==> src/rtl/inst_fetch_pkg.sv <==
// Shared definitions for the accumulator machine: instruction fields, opcodes,
// register codes and the fetch FSM encoding (also used by the control block).
package inst_fetch_pkg;

   localparam int INST_W = 32;

   localparam logic [2:0] OP_ADD = 3'b000;
   localparam logic [2:0] OP_SUB = 3'b001;
   localparam logic [2:0] OP_DIV = 3'b010;
   localparam logic [2:0] OP_MUL = 3'b011;
   localparam logic [2:0] OP_MC  = 3'b100;
   localparam logic [2:0] OP_HLT = 3'b101;
   localparam logic [2:0] OP_MR  = 3'b110;
   localparam logic [2:0] OP_MW  = 3'b111;

   localparam int OPC_HI = 31;
   localparam int OPC_LO = 29;
   localparam int SRC_HI = 28;
   localparam int SRC_LO = 27;
   localparam int DST_HI = 26;
   localparam int DST_LO = 25;
   localparam int IMM_HI = 24;
   localparam int IMM_LO = 0;

   localparam logic [1:0] REG_A    = 2'b00;
   localparam logic [1:0] REG_B    = 2'b01;
   localparam logic [1:0] REG_ACC  = 2'b10;
   localparam logic [1:0] REG_ZERO = 2'b11;

   typedef enum logic [1:0] {
      ST_IDLE  = 2'd0,
      ST_RUN   = 2'd1,
      ST_DRAIN = 2'd2,
      ST_HALT  = 2'd3
   } fetch_state_t;

   function automatic logic [2:0] opcode_of(input logic [INST_W-1:0] word);
      return word[OPC_HI:OPC_LO];
   endfunction

endpackage

==> src/rtl/inst_queue.sv <==
// Two-entry instruction prefetch FIFO. Simultaneous push and pop is legal at
// any occupancy; the head word only changes when it is popped.
module inst_queue
   import inst_fetch_pkg::*;
(
   input  logic              CLK,
   input  logic              RST_N,
   input  logic              push,
   input  logic              pop,
   input  logic [INST_W-1:0] din,
   output logic [INST_W-1:0] head,
   output logic              full,
   output logic              empty,
   output logic [1:0]        count
);

   logic [INST_W-1:0] slots [2];
   logic              wr_ptr;
   logic              rd_ptr;
   logic              do_push;
   logic              do_pop;

   assign empty   = (count == 2'd0);
   assign full    = (count == 2'd2);
   assign do_pop  = pop && !empty;
   assign do_push = push && (!full || do_pop);
   assign head    = slots[rd_ptr];

   always_ff @(posedge CLK or negedge RST_N) begin
      if (!RST_N) begin
         wr_ptr <= 1'b0;
         rd_ptr <= 1'b0;
         count  <= 2'd0;
      end else begin
         if (do_push) wr_ptr <= ~wr_ptr;
         if (do_pop)  rd_ptr <= ~rd_ptr;
         case ({do_push, do_pop})
            2'b10:   count <= count + 2'd1;
            2'b01:   count <= count - 2'd1;
            default: count <= count;
         endcase
      end
   end

   // Storage carries no reset: the head is only observed while the queue is non-empty.
   always_ff @(posedge CLK) begin
      if (do_push) slots[wr_ptr] <= din;
   end

   always_ff @(posedge CLK) begin
      if (RST_N) assert (!(push && full && !pop));
   end

endmodule

==> src/rtl/inst_fetch.sv <==
// Instruction fetch unit: issues single-outstanding reads, buffers returned
// words in a 2-entry queue and stops fetching once an HLT word arrives.
module inst_fetch
   import inst_fetch_pkg::*;
#(
   parameter int unsigned       ADDR_W   = 25,
   parameter logic [ADDR_W-1:0] RESET_PC = '0,
   parameter int unsigned       QDEPTH   = 2
) (
   input  logic              CLK,
   input  logic              RST_N,
   input  logic              start,
   output logic              mem_req,
   output logic [ADDR_W-1:0] mem_addr,
   input  logic [INST_W-1:0] mem_rdata,
   input  logic              mem_rvalid,
   output logic [INST_W-1:0] inst,
   output logic              inst_valid,
   input  logic              inst_ready,
   output logic [ADDR_W-1:0] pc,
   output logic              halted
);

   fetch_state_t      state;
   fetch_state_t      state_next;
   logic              outstanding;
   logic              issue;
   logic              push;
   logic              pop;
   logic              hlt_in;
   logic              hlt_out;
   logic [INST_W-1:0] q_head;
   logic              q_full;
   logic              q_empty;
   logic [1:0]        q_count;

   inst_queue u_queue (
      .CLK   (CLK),
      .RST_N (RST_N),
      .push  (push),
      .pop   (pop),
      .din   (mem_rdata),
      .head  (q_head),
      .full  (q_full),
      .empty (q_empty),
      .count (q_count)
   );

   // A slot is reserved at issue time, so a returning word always has room.
   assign issue = (state == ST_RUN) && !outstanding && !q_full
                  && (32'(q_count) < QDEPTH);

   // Data returning with nothing outstanding (e.g. after a reset) is dropped.
   assign push    = mem_rvalid && outstanding;
   assign pop     = inst_valid && inst_ready;
   assign hlt_in  = push && (opcode_of(mem_rdata) == OP_HLT);
   assign hlt_out = pop && (opcode_of(q_head) == OP_HLT);

   assign mem_req    = issue;
   assign mem_addr   = issue ? pc : '0;
   assign inst_valid = !q_empty && (state != ST_HALT);
   assign inst       = inst_valid ? q_head : '0;
   assign halted     = (state == ST_HALT);

   always_comb begin
      state_next = state;
      case (state)
         ST_IDLE:  if (start)   state_next = ST_RUN;
         ST_RUN:   if (hlt_in)  state_next = ST_DRAIN;
         ST_DRAIN: if (hlt_out) state_next = ST_HALT;
         ST_HALT:  state_next = ST_HALT;
         default:  state_next = ST_IDLE;
      endcase
   end

   always_ff @(posedge CLK or negedge RST_N) begin
      if (!RST_N) begin
         state       <= ST_IDLE;
         pc          <= RESET_PC;
         outstanding <= 1'b0;
      end else begin
         state <= state_next;
         if (issue) begin
            pc          <= pc + ADDR_W'(1);
            outstanding <= 1'b1;
         end else if (push) begin
            outstanding <= 1'b0;
         end
      end
   end

endmodule

==> config.mk <==
export PLATFORM = sky130hd
export DESIGN_NAME = inst_fetch
export DESIGN_NICKNAME = d
export VERILOG_FILES = /design/src/rtl/inst_fetch_pkg.sv /design/src/rtl/inst_queue.sv /design/src/rtl/inst_fetch.sv
export SDC_FILE = /design/constraint.sdc
export NUM_CORES = 1
export LEC_CHECK = 0
export BUFFER_PORTS_ARGS = -buffer_cell sky130_fd_sc_hd__buf_2
export CAP_MARGIN = 20
export CELL_PAD_IN_SITES_DETAIL_PLACEMENT = 0
export CELL_PAD_IN_SITES_GLOBAL_PLACEMENT = 1
export CORE_ASPECT_RATIO = 0.7
export CORE_MARGIN = 3
export CORE_UTILIZATION = 41
export CTS_CLUSTER_DIAMETER = 40
export DETAILED_ROUTE_END_ITERATION = 7
export PLACE_DENSITY = 0.77
export SYNTH_ARGS = -nofsm -noshare
export SYNTH_HDL_FRONTEND = slang
export SYNTH_SLANG_ARGS = --single-unit
==> constraint.sdc <==
create_clock -name CLK -period 3.9 [get_ports CLK]
set_clock_uncertainty 0.05 [all_clocks]
set_input_delay 0.39 -clock CLK [delete_from_list [all_inputs] [get_ports CLK]]
set_output_delay 0.39 -clock CLK [all_outputs]
set_load 0.005 [all_outputs]
==> flow_summary.json <==
{
  "synthSimpleGateAreaFrac_pct": 15.2,
  "drc": 0,
  "avgSynthCellArea_um2": 13.5,
  "synthAdderAreaFrac_pct": 0.607,
  "grt.total_usage_pct": 15.4,
  "ir_worst_vdd_mv": 0.351,
  "finalSetupTns_ns": 0,
  "vias": 2688,
  "cts.sinks": 96,
  "final_net_count": 464,
  "critPathBufInv": 3,
  "muxShareOfSynthArea_pct": 8.02,
  "internal_power_w": 0.00206,
  "clk_pin_slew_ns": 0.07,
  "synth_area_mm2": 0.00412,
  "p_comb_share_pct": 26.2,
  "p_per_area_mw_per_mm2": 599,
  "start_util_pct": 43.8,
  "finalCriticalPeriod_ns": 2.50,
  "p_sw_share_pct": 32.7,
  "cts_buffers": 9,
  "synthTopCellsByCount": "64 x edfxtp_1, 43 x nor2_1, 33 x mux2i_1",
  "num_rows": 29,
  "cts_root_buf": "clkbuf_16",
  "syn_to_final_growth_pct": 24.2,
  "async_flop_share_pct": 33.3,
  "synth_top_family_by_area": "simple AND/OR/NAND/NOR gates",
  "max_freq_mhz": 399,
  "cp-end-kind": "primary output",
  "postLayoutCoreUtil_pct": 54.5,
  "core_mm2": 0.00940,
  "synth-xor-area-share_pct": 6.16,
  "setup_viol": 0,
  "clk_latency_ns": 0.34,
  "hpwl_um": 5890,
  "ys_ff_latch": 96,
  "drt_iter0_markers": 116,
  "crit_type": "flip-flop to primary output",
  "rsz0062_at_grt": "false",
  "die_w_um": 126,
  "hold_class": "input port to asynchronous set/reset pin",
  "via_per_inst": 4.85,
  "n_fill_cell": 831,
  "route.final.wire_length_um": 8550,
  "wl_per_cell_um": 15.4,
  "num_antenna_cells": 0,
  "drive_gt1_share_pct": 34.9,
  "first_global_vias": 2650,
  "fin_crit_sh_pct": 64.2,
  "worstPathArrival_ns": 2.06,
  "synth_top_area_share_pct": 46.6,
  "path_depth": 5,
  "r2r_setup_slack_ns": 1.52,
  "r2r-end": "pc[24]",
  "crit_path_max_incr_delay_ns": 0.74,
  "cpMaxStageDelayCell": "or4b_1",
  "synth.largest_area_cell": "edfxtp_1",
  "antenna_found_initial": 0,
  "rr_worst_depth": 5,
  "multi_input_area_mm2": 0.00130,
  "ys.flop_type": "edfxtp_1",
  "startpoint_type": "flip-flop",
  "synth_edf_count": 64,
  "drtAntennaViolNets": 0,
  "clkPwrFrac_pct": 27.4,
  "cp-startpoint": "outstanding",
  "grt_max_degree": 36,
  "seq_area_mm2": 0.00272,
  "die_h_um": 89.9,
  "io_pins": 122,
  "synth_cell_types": 34,
  "critical_path.max_fanout": 25,
  "slew_headroom_pct": 33.2,
  "maxCapViolCount": 0,
  "crit_family": "simple AND/OR/NAND/NOR gates",
  "tritoncts": "done",
  "port_buffers": 121,
  "finalMaxSlewViolations": 0,
  "postSynthCellCount": 306,
  "cellLeakagePower_nw": 2.38,
  "synth_area_leaders": "edfxtp_1 47%, dfrtp_1 19%, mux2i_1 8.0%",
  "gr-total-overflow": 0,
  "synth_warnings": 0,
  "synth_fp_nets": 345,
  "outcome": "complete, no violations",
  "post_cts_resized": 0,
  "die-area_mm2": 0.0113,
  "post-cts-setup-buffers": 0,
  "grt_pass1_wl_um": 13900,
  "cts_hold_buf": 0,
  "p_seq_share_pct": 46.4,
  "worstMarginPinSlew_ns": 1.00,
  "crit_end": "mem_addr[3]",
  "htreeDepth": 3,
  "clockBufferDepth": 2,
  "p_sw_w": 0.00100,
  "drtPass1Iterations": 4,
  "seq_area_frac_synth_pct": 66.1,
  "r2r-start": "outstanding",
  "required_ns": 3.46,
  "synth_compound_area_share_pct": 1.21,
  "crit_chain": "or4b_1, clkinv_4, nand2_1, inv_1, buf_2",
  "synth_most_common_cell": "edfxtp_1",
  "hold_viol_final": 0,
  "gp_congestion": 0.776
}
-- cells by family after synthesis --
family | after synthesis
xor gates and xnor gates | 29
muxes | 33
and+or+nand+nor | 115
AOI/OAI and AO/OA | 7
adders and majority gates | 2
DFF | 96
buffers and inverters | 24
-- worst reg2reg max path, delay by kind of cell (launching register included) --
| family | cells | cell delay, ns |
|---|---|---|
| and+or+nand+nor | 3 | 1.44 |
| DFF | 1 | 0.40 |
| buffers and inverters | 1 | 0.24 |
| xor gates and xnor gates | 1 | 0.17 |
-- power groups by stage --
stage,logic [W],clock network (W),registers (W)
finish,0.000805,0.000839,0.00142
global route,0.000902,0.000907,0.00145
CTS,0.000827,0.000860,0.00142
detailed placement,0.000822,0,0.00144
global placement,0.000819,0,0.00144
floorplan,0.000579,0,0.00133
-- routing by layer --
layer	wire [um]	share of wire, %	vias up	GRT usage [%]
met5	0	0	-	0
met4	121	1.4	0	5.36
met3	504	5.9	10	4.32
met2	3970	47	67	23.6
met1	3950	46	1294	21.3
li1	-	-	1317	-
-- layout make-up --
cell class	count	area share [%]
clock buffer	9	4.40
clock inverter	7	1.17
sequential	96	53.2
multi-input combinational	186	25.4
timing repair buffer	121	11.8
tap	124	3.03
inverter	11	0.904
-- stage by stage --
stage	instances	power [W]	setup slack [ns]	hold WS, ns	instance area [um2]
5_1_grt	554	0.00326	1.24	0.109	5120
3_3_place_gp	538	0.00226	1.60	0.443	4830
4_1_cts	554	0.00311	1.36	0.0853	5120
3_5_place_dp	538	0.00227	1.50	0.441	4830
6_report	554	0.00307	1.40	0.0529	5120
2_1_floorplan	306	0.00191	1.18	0.0444	4120
-- flip-flops by register name, indices dropped and copies added, names as in the netlist --
register / count
state: 2
pc: 25
u_queue.rd_ptr: 1
u_queue.slots: 64
u_queue.count: 2
outstanding: 1
u_queue.wr_ptr: 1
-- layout by cell type, fill, tap and decap left out, types with 2 or more instances in the layout --
master / Yosys / layout
buf_2: 0 / 121
edfxtp_1: 64 / 64
nor2_1: 43 / 41
mux2i_1: 33 / 33
dfrtp_1: 32 / 31
and2_1: 21 / 21
xor2_1: 16 / 16
xnor2_1: 13 / 13
nand2_1: 12 / 12
inv_1: 10 / 10
nand3_1: 9 / 9
clkbuf_16: 0 / 9
nor3_1: 7 / 7
inv_6: 0 / 5
nor4_2: 4 / 4
nand4_1: 4 / 4
nor4_1: 4 / 4
and3_1: 3 / 3
clkinv_4: 1 / 2
nor2_4: 0 / 2
nand4b_1: 2 / 2
ha_1: 2 / 2
-- worst min-delay path by stage --
stage	to	from	slack [ns]
after floorplan	outstanding	RST_N	0.04
after global placement	pc[23]	RST_N	0.44
after detailed placement	pc[24]	pc[24]	0.44
after CTS	pc[14]	RST_N	0.09
after global routing	pc[20]	RST_N	0.11
final	pc[23]	RST_N	0.05
Power figures use the tool's default switching activity.
